<file path="src/rtl/a2d_round_robin_pkg.sv">
// Shared eBike acquisition types and constants.
// Channel map, SPI divider preload and A2D sequencer states.
package ebike_pkg;

  localparam logic [2:0] CH_BATT   = 3'd0;
  localparam logic [2:0] CH_CURR   = 3'd1;
  localparam logic [2:0] CH_BRAKE  = 3'd3;
  localparam logic [2:0] CH_TORQUE = 3'd4;

  localparam logic [4:0] SCLK_LOAD = 5'b10111;

  typedef enum logic [1:0] {
    IDLE,
    CMD,
    GAP,
    READ
  } a2d_state_t;

  // Round-robin slot to ADC channel number.
  function automatic logic [2:0] slot_chnl(input logic [1:0] slot);
    logic [2:0] ch;
    case (slot)
      2'd0:    ch = CH_BATT;
      2'd1:    ch = CH_CURR;
      2'd2:    ch = CH_BRAKE;
      default: ch = CH_TORQUE;
    endcase
    return ch;
  endfunction

endpackage

</file>
<file path="src/rtl/a2d_round_robin_if.sv">
// SPI bus between the A2D sequencer and the external ADC.
// Master drives select/clock/data out, slave returns MISO.
interface a2d_round_robin_if;

  logic SS_n;
  logic SCLK;
  logic MOSI;
  logic MISO;

  modport master (
    output SS_n,
    output SCLK,
    output MOSI,
    input  MISO
  );

  modport slave (
    input  SS_n,
    input  SCLK,
    input  MOSI,
    output MISO
  );

endinterface

</file>
<file path="src/rtl/a2d_round_robin_spi.sv">
// Generic 16-bit SPI monarch, mode 3, MSB first.
// SCLK period is 32 clocks; done rises 520 edges after wrt.
module spi_mnrch
  import ebike_pkg::*;
(
  input  logic        clk,
  input  logic        rst,
  input  logic        wrt,
  input  logic [15:0] wt_data,
  output logic        done,
  output logic [15:0] rd_data,
  output logic        SS_n,
  output logic        SCLK,
  output logic        MOSI,
  input  logic        MISO
);

  logic        active;
  logic [4:0]  sclk_div;
  logic [4:0]  smpl_cnt;
  logic [15:0] shft;
  logic        smpl_bit;
  logic        smpl;
  logic        shift;
  logic        last;

  // Sample just before a rise; shift on falls once the
  // first bit has been sampled; finish after 16 samples.
  assign smpl  = active && (sclk_div == 5'b01111);
  assign shift = active && (sclk_div == 5'b11111)
              && (smpl_cnt != 5'd0);
  assign last  = active && (sclk_div == 5'b11110)
              && (smpl_cnt == 5'd16);

  assign SCLK    = sclk_div[4];
  assign MOSI    = shft[15];
  assign rd_data = shft;

  // Transaction engine: divider, bit counter, shifter, select.
  always_ff @(posedge clk) begin
    if (rst) begin
      active   <= 1'b0;
      sclk_div <= 5'b11111;
      smpl_cnt <= 5'd0;
      shft     <= 16'h0000;
      smpl_bit <= 1'b0;
      done     <= 1'b0;
      SS_n     <= 1'b1;
    end else if (wrt && !active) begin
      active   <= 1'b1;
      sclk_div <= SCLK_LOAD;
      smpl_cnt <= 5'd0;
      shft     <= wt_data;
      done     <= 1'b0;
      SS_n     <= 1'b0;
    end else if (active) begin
      sclk_div <= sclk_div + 5'd1;
      if (last) begin
        active <= 1'b0;
        shft   <= {shft[14:0], smpl_bit};
        done   <= 1'b1;
        SS_n   <= 1'b1;
      end else begin
        if (smpl) begin
          smpl_bit <= MISO;
          smpl_cnt <= smpl_cnt + 5'd1;
        end
        if (shift) begin
          shft <= {shft[14:0], smpl_bit};
        end
      end
    end
  end

endmodule

</file>
<file path="src/rtl/a2d_round_robin.sv">
// Round-robin ADC sequencer for batt/curr/brake/torque.
// Each conversion is a command frame then a read frame.
module a2d_round_robin
  import ebike_pkg::*;
#(
  parameter bit FAST_SIM = 1'b0
) (
  input  logic              clk,
  input  logic              rst,
  a2d_round_robin_if.master spi,
  output logic [11:0]       batt,
  output logic [11:0]       curr,
  output logic [11:0]       brake,
  output logic [11:0]       torque,
  output logic              cnv_cmplt
);

  a2d_state_t  state;
  a2d_state_t  state_nxt;
  logic [13:0] tmr;
  logic [1:0]  rr;
  logic        trig;
  logic        wrt;
  logic [15:0] wt_data;
  logic        done;
  logic [15:0] rd_data;
  logic        ld;
  logic        unused_rd;

  // Upper nibble of a returned ADC frame carries no data.
  assign unused_rd = ^rd_data[15:12];

  assign trig = FAST_SIM ? (&tmr[9:0]) : (&tmr);

  spi_mnrch u_spi (
    .clk     (clk),
    .rst     (rst),
    .wrt     (wrt),
    .wt_data (wt_data),
    .done    (done),
    .rd_data (rd_data),
    .SS_n    (spi.SS_n),
    .SCLK    (spi.SCLK),
    .MOSI    (spi.MOSI),
    .MISO    (spi.MISO)
  );

  // Free-running conversion timer, cleared on trigger.
  always_ff @(posedge clk) begin
    if (rst) begin
      tmr <= 14'd0;
    end else if (trig) begin
      tmr <= 14'd0;
    end else begin
      tmr <= tmr + 14'd1;
    end
  end

  // Sequencer state register.
  always_ff @(posedge clk) begin
    if (rst) begin
      state <= IDLE;
    end else begin
      state <= state_nxt;
    end
  end

  // Next-state: command frame, one idle gap, read frame.
  always_comb begin
    state_nxt = state;
    case (state)
      IDLE: if (trig) state_nxt = CMD;
      CMD:  if (done) state_nxt = GAP;
      GAP:  state_nxt = READ;
      READ: if (done) state_nxt = IDLE;
      default: state_nxt = IDLE;
    endcase
  end

  // Frame launches and result load strobe.
  always_comb begin
    wrt     = 1'b0;
    wt_data = 16'h0000;
    ld      = 1'b0;
    case (state)
      IDLE: begin
        if (trig) begin
          wrt     = 1'b1;
          wt_data = {2'b00, slot_chnl(rr), 11'h000};
        end
      end
      GAP: begin
        wrt = 1'b1;
      end
      READ: begin
        ld = done;
      end
      default: begin
        wrt = 1'b0;
      end
    endcase
  end

  // Result registers, slot index and completion pulse.
  always_ff @(posedge clk) begin
    if (rst) begin
      batt      <= 12'h000;
      curr      <= 12'h000;
      brake     <= 12'h000;
      torque    <= 12'h000;
      rr        <= 2'd0;
      cnv_cmplt <= 1'b0;
    end else begin
      cnv_cmplt <= ld;
      if (ld) begin
        rr <= rr + 2'd1;
        case (rr)
          2'd0:    batt   <= rd_data[11:0];
          2'd1:    curr   <= rd_data[11:0];
          2'd2:    brake  <= rd_data[11:0];
          default: torque <= rd_data[11:0];
        endcase
      end
    end
  end

endmodule

</file>
<file path="src/flat_wrapper.sv">
// flat-port wrapper written by rule: the top's interface ports become plain ports
module a2d_round_robin_flat import ebike_pkg::*;
#(
  parameter bit FAST_SIM = 1'b0
)
  (clk, rst, batt, curr, brake, torque, cnv_cmplt, spi_SS_n, spi_SCLK, spi_MOSI, spi_MISO);
  a2d_round_robin_if spi_i ();
  input  logic clk;
  input  logic rst;
  output logic [11:0] batt;
  output logic [11:0] curr;
  output logic [11:0] brake;
  output logic [11:0] torque;
  output logic cnv_cmplt;
  output wire logic [$bits(spi_i.SS_n)-1:0] spi_SS_n;
  output wire logic [$bits(spi_i.SCLK)-1:0] spi_SCLK;
  output wire logic [$bits(spi_i.MOSI)-1:0] spi_MOSI;
  input wire logic [$bits(spi_i.MISO)-1:0] spi_MISO;
  assign spi_SS_n = spi_i.SS_n;
  assign spi_SCLK = spi_i.SCLK;
  assign spi_MOSI = spi_i.MOSI;
  assign spi_i.MISO = spi_MISO;
  a2d_round_robin #(.FAST_SIM(FAST_SIM)) u_core (.clk(clk), .rst(rst), .spi(spi_i), .batt(batt), .curr(curr), .brake(brake), .torque(torque), .cnv_cmplt(cnv_cmplt));
endmodule
</file>
<file path="config.mk">
export PLATFORM = sky130hd
export DESIGN_NAME = a2d_round_robin_flat
export DESIGN_NICKNAME = d
export VERILOG_FILES = /design/src/rtl/a2d_round_robin_pkg.sv /design/src/rtl/a2d_round_robin_if.sv /design/src/rtl/a2d_round_robin_spi.sv /design/src/rtl/a2d_round_robin.sv /design/src/flat_wrapper.sv
export SDC_FILE = /design/constraint.sdc
export NUM_CORES = 1
export LEC_CHECK = 0
export ABC_AREA = 1
export CORE_MARGIN = 2
export CORE_UTILIZATION = 30
export DETAILED_ROUTE_END_ITERATION = 7
export GPL_TIMING_DRIVEN = 0
export PLACE_DENSITY = 0.57
export SLEW_MARGIN = 25
export SYNTH_ARGS = -nofsm -noshare
export SYNTH_HDL_FRONTEND = slang
export SYNTH_SLANG_ARGS = --single-unit
</file>
<file path="constraint.sdc">
create_clock -name clk -period 1.66 [get_ports clk]
set_input_delay 0.332 -clock clk [delete_from_list [all_inputs] [get_ports clk]]
set_output_delay 0.332 -clock clk [all_outputs]
set_load 0.02 [all_outputs]
</file>
---- Yosys cells after proc, flatten, opt, wreduce, memory -nomap -nowiden ----
Cells that the tools add are included.
word-level totals
  bits in registers ....................... 97
  bits of input ports ..................... 3
  output and inout bits ................... 52
  word-level logic and storage cells ...... 84
operators by class
  add/sub/neg operators ................... 4
  equality and inequality tests ........... 12
  muxes and demuxes ....................... 22
  bitwise operators ....................... 3
  reduce and logical (&&, ||, !) cells .... 27
operators with widths
  cell                   count
  $mux 16                5
  $eq 5x5->1 const B     3
  $add 14x1->14 const B  1
  $mux 14                1
  $reduce_and 14->1      1
  $reduce_and 2->1       7
  $add 5x1->5 const B    2
  $pmux 3 s3             1
  $mux 1                 8
  $mux 4                 2
  $pmux 2 s4             1
  $eq 2x2->1 const B     3
  $logic_and 1x1->1      6
  $mux 2                 3
  $reduce_and 3->1       2
  $eq 5x4->1 const B     1
  $reduce_bool 5->1      1
  $eq 2x1->1 const B     2
  $logic_not 2->1        2
  $ne 2x2->1 const B     2
  $reduce_and 4->1       1
  $reduce_bool 2->1      2
  $reduce_or 2->1        2
  $not 1->1              3
  6 further kinds        6

---- Depth between registers and ports, before layout ----
  word-level depth ........................ 7
  depth in mapped cells ................... 12
  depth with buffers taken out ............ 12

---- Hierarchy ----
A second synthesis with hierarchy kept.
unflattened totals
  cells, all modules ...................... 601
  area total of the unflattened synthesis .. 4458.0 µm²
modules (own cells, without submodules)
  module           instances  cells each  area an instance (µm²)  seq. area each (µm²)
  a2d_round_robin  1          358         2770.2                  1341.3
  spi_mnrch        1          243         1687.9                  600.6

---- Least setup slack after synthesis ----
No wires, ideal clock.
  path type ............................... flip-flop to flip-flop
  from .................................... register u_core.u_spi.sclk_div[1]
  to ...................................... register u_core.u_spi.shft[0] (netlist: u_core.u_spi.rd_data[0])
  setup time .............................. 114 ps
  arrival time ............................ 1417 ps
  data required time ...................... 1546 ps
  slack ................................... 129 ps
  cell stages (with the launch flop) ...... 13
  path through ............................ dfxtp_1 -> ha_1 -> inv_1 -> nor2_1 -> ha_1 -> nand2_1 -> inv_1 -> nand2_2 -> nand2_4 -> inv_2 -> buf_2 -> nand2_1 -> a21oi_2
between the ends
  cells in the longest elaborated chain, start to end .. 6
RTL lines
  what                    RTL line                   source
  start, declared         a2d_round_robin_spi.sv:19  logic [4:0] sclk_div;
  start signal, assigned  a2d_round_robin_spi.sv:57  sclk_div <= sclk_div + 5'd1;
  $eq 5x5->1              a2d_round_robin_spi.sv:32  assign last = active && (sclk_div == 5'b11110)
  $logic_and 1x1->1       a2d_round_robin_spi.sv:32
  $logic_and 1x1->1       a2d_round_robin_spi.sv:33  && (smpl_cnt == 5'd16);
  $mux 16                 a2d_round_robin_spi.sv:58  if (last) begin
  $mux 16                 a2d_round_robin_spi.sv:56  end else if (active) begin
  $mux 16                 a2d_round_robin_spi.sv:49  end else if (wrt && !active) begin
  end signal, assigned    a2d_round_robin_spi.sv:53  shft <= wt_data;
  end signal, assigned    a2d_round_robin_spi.sv:60  shft <= {shft[14:0], smpl_bit};
  end signal, assigned    a2d_round_robin_spi.sv:69  shft <= {shft[14:0], smpl_bit};
  end, declared           a2d_round_robin_spi.sv:21  logic [15:0] shft;
Parallel ways exist; a longest one is shown, timed or not. The select of a mux whose other input is x is not followed.
A chain may end at the register's enable or synchronous reset.

---- Worst setup path in the final report ----
  from .................................... register u_core.torque[4]
  to ...................................... output port torque[4]
RTL lines
  what                    RTL line                source
  start, declared         a2d_round_robin.sv:14   output logic [11:0] torque,
  start signal, assigned  a2d_round_robin.sv:121  default: torque <= rd_data[11:0];
  end, declared           flat_wrapper.sv:13      output logic [11:0] torque;
No word-level cell between the ends.

==> results by group <==
Status
  • Status: finished, final reports clean

Timing
  • Final hold violations: 0
  • Actual slew at the worst max-slew pin: 554 ps
  • Final setup fails: 0
  • Sum Neg Setup Slack: 0 ps
  • RSZ-0062 raised after global routing: yes
  • Min Tclk post-route: 1630 ps
  • Tcrit/Tclk final: 98.4%
  • Max Freq: 612 MHz
  • Max Slew Vio Count: 0
  • Layout Skew: 13.7 ps
  • Slew headroom: 63.1%

Finish
  • Nets@finish: 614
  • Final Util: 40.1%
  • Area Growth Syn to Fin: 31.9%
  • FF+latch area: 1950 um^2
  • Antenna cells: 0
  • Fill cell count: 1,409
  • Share of cells above drive strength 1: 16.5%
  • Multi-input gate area: 2040 um^2

Detailed routing
  • Final ANT Viol Nets: 0
  • Vias: 3,603
  • First-pass DRT Iterations: 4
  • Routed wire length per instance: 13.4 um
  • Drt initial violations: 221
  • Via density: 4.62
  • Drt drc: 0
  • Drt total wl: 10.4 mm

Floorplan
  • Die area: 14,900 um^2
  • Rows: 43
  • Starting density of the core: 30.4%
  • Core area: 13,800 um^2
  • Die width: 122 um
  • Chip Height: 122 um
  • I/O Pins: 55

Synth
  • Synth Area per Inst: 7.97 um^2
  • Async S/R FF share, synth: 0%
  • Synthesized Nets: 544
  • Library cells used by synthesis: 34
  • Dominant register cell in the synthesized netlist: dfxtp_1
  • Post-Syn Area: 4180 um^2
  • Synthesized flop and latch total: 97
  • Ys Warns: 0
  • Top-area cell type share of the netlist area: 46.4%
  • Post-synth EDFFs: 0
  • Leading post-synthesis cells by cell area: dfxtp_1, nand2_1, a21oi_1
  • Cell accounting for the most synthesized area: dfxtp_1
  • Syn Inst Count: 525
  • Sequential fraction of the synthesis area: 46.4%

Clocking
  • CTS tree: yes
  • Clk pin slew, worst setup/hold paths: 70 ps
  • Num CTS Buffers: 9
  • Hold_buf cts: 0
  • H-Tree Depth: 3
  • Worst skew pair latency: 340 ps
  • Sink Count: 97
  • Clock root buffer: clkbuf_16
  • CTS max path bufs: 2

Place
  • DPL Wire Length: 7.35 mm
  • Placer Congestion: 0.818
  • Port Buf Inserts: 53

Global route
  • Initial antenna violation count: 0
  • Largest net degree at the start of global routing: 18
  • Overflow after GRT: 0
  • First-pass GRT wire length: 16.9 mm
  • Vias in the first global route: 3,552
  • GRT Util Overall: 14.3%

Setup path
  • Endpoint type of the worst setup path: output pin
  • Crit-path leading delay family: buffers and inverters
  • Crit path launch type: register
  • Crit-path max cell delay: 610 ps
  • Critical path, cell by cell: clkdlybuf4s50_1
  • Critical Setup Path Class: reg -> out
  • Crit path DAT: 1300 ps
  • WP buf/inv: 1
  • Critical Path RT: 1330 ps
  • CP max stage cell: clkdlybuf4s50_1
  • Crit Path Max Fanout: 2

Power and ir drop
  • Max VDD drop: 0.435 mV
  • Power Density: 850 nW/um^2
  • Leak: 2.49 nW
  • Tot Pwr: 0.00469 W

Worst hold path
  • Worst hold path type: in -> reg

Run
  • Max_cap viols: 0
## per-layer routing
metal  track usage [%]  routed length [um]  part of all wire, %
met1              19.5                5040                   48
met2              22.7                4730                   45
met3              2.72                 498                  4.8
met4              4.45                 144                  1.4
met5                 0                   0                    0
## cell type report
| cell class | count | share of cell area [%] |
|---|---|---|
| multi-input cells | 361 | 37.0 |
| inverters | 43 | 3.33 |
| repair buffers | 59 | 11.8 |
| well taps | 180 | 4.08 |
| clock inverters | 6 | 1.31 |
| plain buffers | 24 | 3.01 |
| flip-flops and latches | 97 | 35.3 |
| clock buffers | 10 | 4.15 |
## report_power, final
part           switching [W]  leakage, nW  internal, W  total (W)
Clock               0.000935        0.144      0.00119    0.00213
Combinational       0.000134         1.56    0.0000685   0.000203
Sequential         0.0000179        0.782      0.00235    0.00236
## Yosys cell counts, types with 4 or more instances
library cell	number
nand2_1	124
dfxtp_1	97
a21oi_1	67
nand3_1	57
nor2_1	35
inv_1	34
ha_1	16
a21oi_2	10
buf_2	9
o21ai_0	8
clkbuf_1	7
nand4_1	7
inv_2	6
nand2_2	5
buf_1	4
nand2_4	4
o211ai_1	4
xnor2_1	4
xor2_1	4
## kinds of logic (layout without fill, tap and decap cells)
logic type / Yosys count / count (layout) / synth area share (%)
DFF: 97 / 97 / 46.4
AOI/OAI and AO/OA: 91 / 91 / 12.1
and+or+nand+nor: 246 / 246 / 27.8
xor gates and xnor gates: 8 / 8 / 1.67
buffers and inverters: 67 / 142 / 7.21
adders and majority gates: 16 / 16 / 4.78
## flip-flops by register name, summed over array words and instances, names as in the netlist, 2 cells and up
register	cells
u_core.curr	12
u_core.state	2
u_core.torque	12
u_core.u_spi.rd_data	16
u_core.brake	12
u_core.u_spi.sclk_div	5
u_core.batt	12
u_core.rr	2
u_core.tmr	14
u_core.u_spi.smpl_cnt	5
## per-stage QoR
| stage | setup slack, ps | instances | cell area, um^2 | hold slack (ps) |
|---|---|---|---|---|
| floorplan | 129 | 525 | 4180 | 418 |
| global placement | -72.2 | 758 | 4940 | 430 |
| detailed placement | -124 | 758 | 4940 | 445 |
| CTS | 2.31 | 775 | 5270 | 245 |
| global route | -17.4 | 780 | 5520 | 256 |
| finish | 27.0 | 780 | 5520 | 251 |
## what timing repair did
item | 4_1_cts | 5_1_grt
gates cloned | 0 | 1
endpoints found under the setup margin | 37 | 95
gates resized for setup | 16 | 68
setup buffers | 1 | 4
pin swaps | 1 | 8
## final timing paths
kind / depth (start not counted) / slack [ps] / start / to
setup / recovery: 1 / 30 / u_core.torque[4] / torque[4]
hold / removal: 2 / 250 / rst / u_core.batt[1]
setup reg to reg: 10 / 70 / u_core.u_spi.smpl_cnt[0] / u_core.u_spi.rd_data[4]
hold reg to reg: 1 / 420 / u_core.tmr[0] / u_core.tmr[0]
## placed cells by master, fill, tap and decap left out, types with 6 or more instances in the layout
cell type        count
a21oi_1             66
a21oi_2             11
clkbuf_1             7
clkbuf_16           10
clkdlybuf4s50_1     23
dfxtp_1             93
dlygate4sd2_1        6
dlymetal6s2s_1      24
ha_1                12
inv_1               32
inv_2                7
nand2_1            112
nand2_2             15
nand3_1             57
nand4_1              7
nor2_1              33
o21ai_0              8
(Power assumes the default switching activity.)
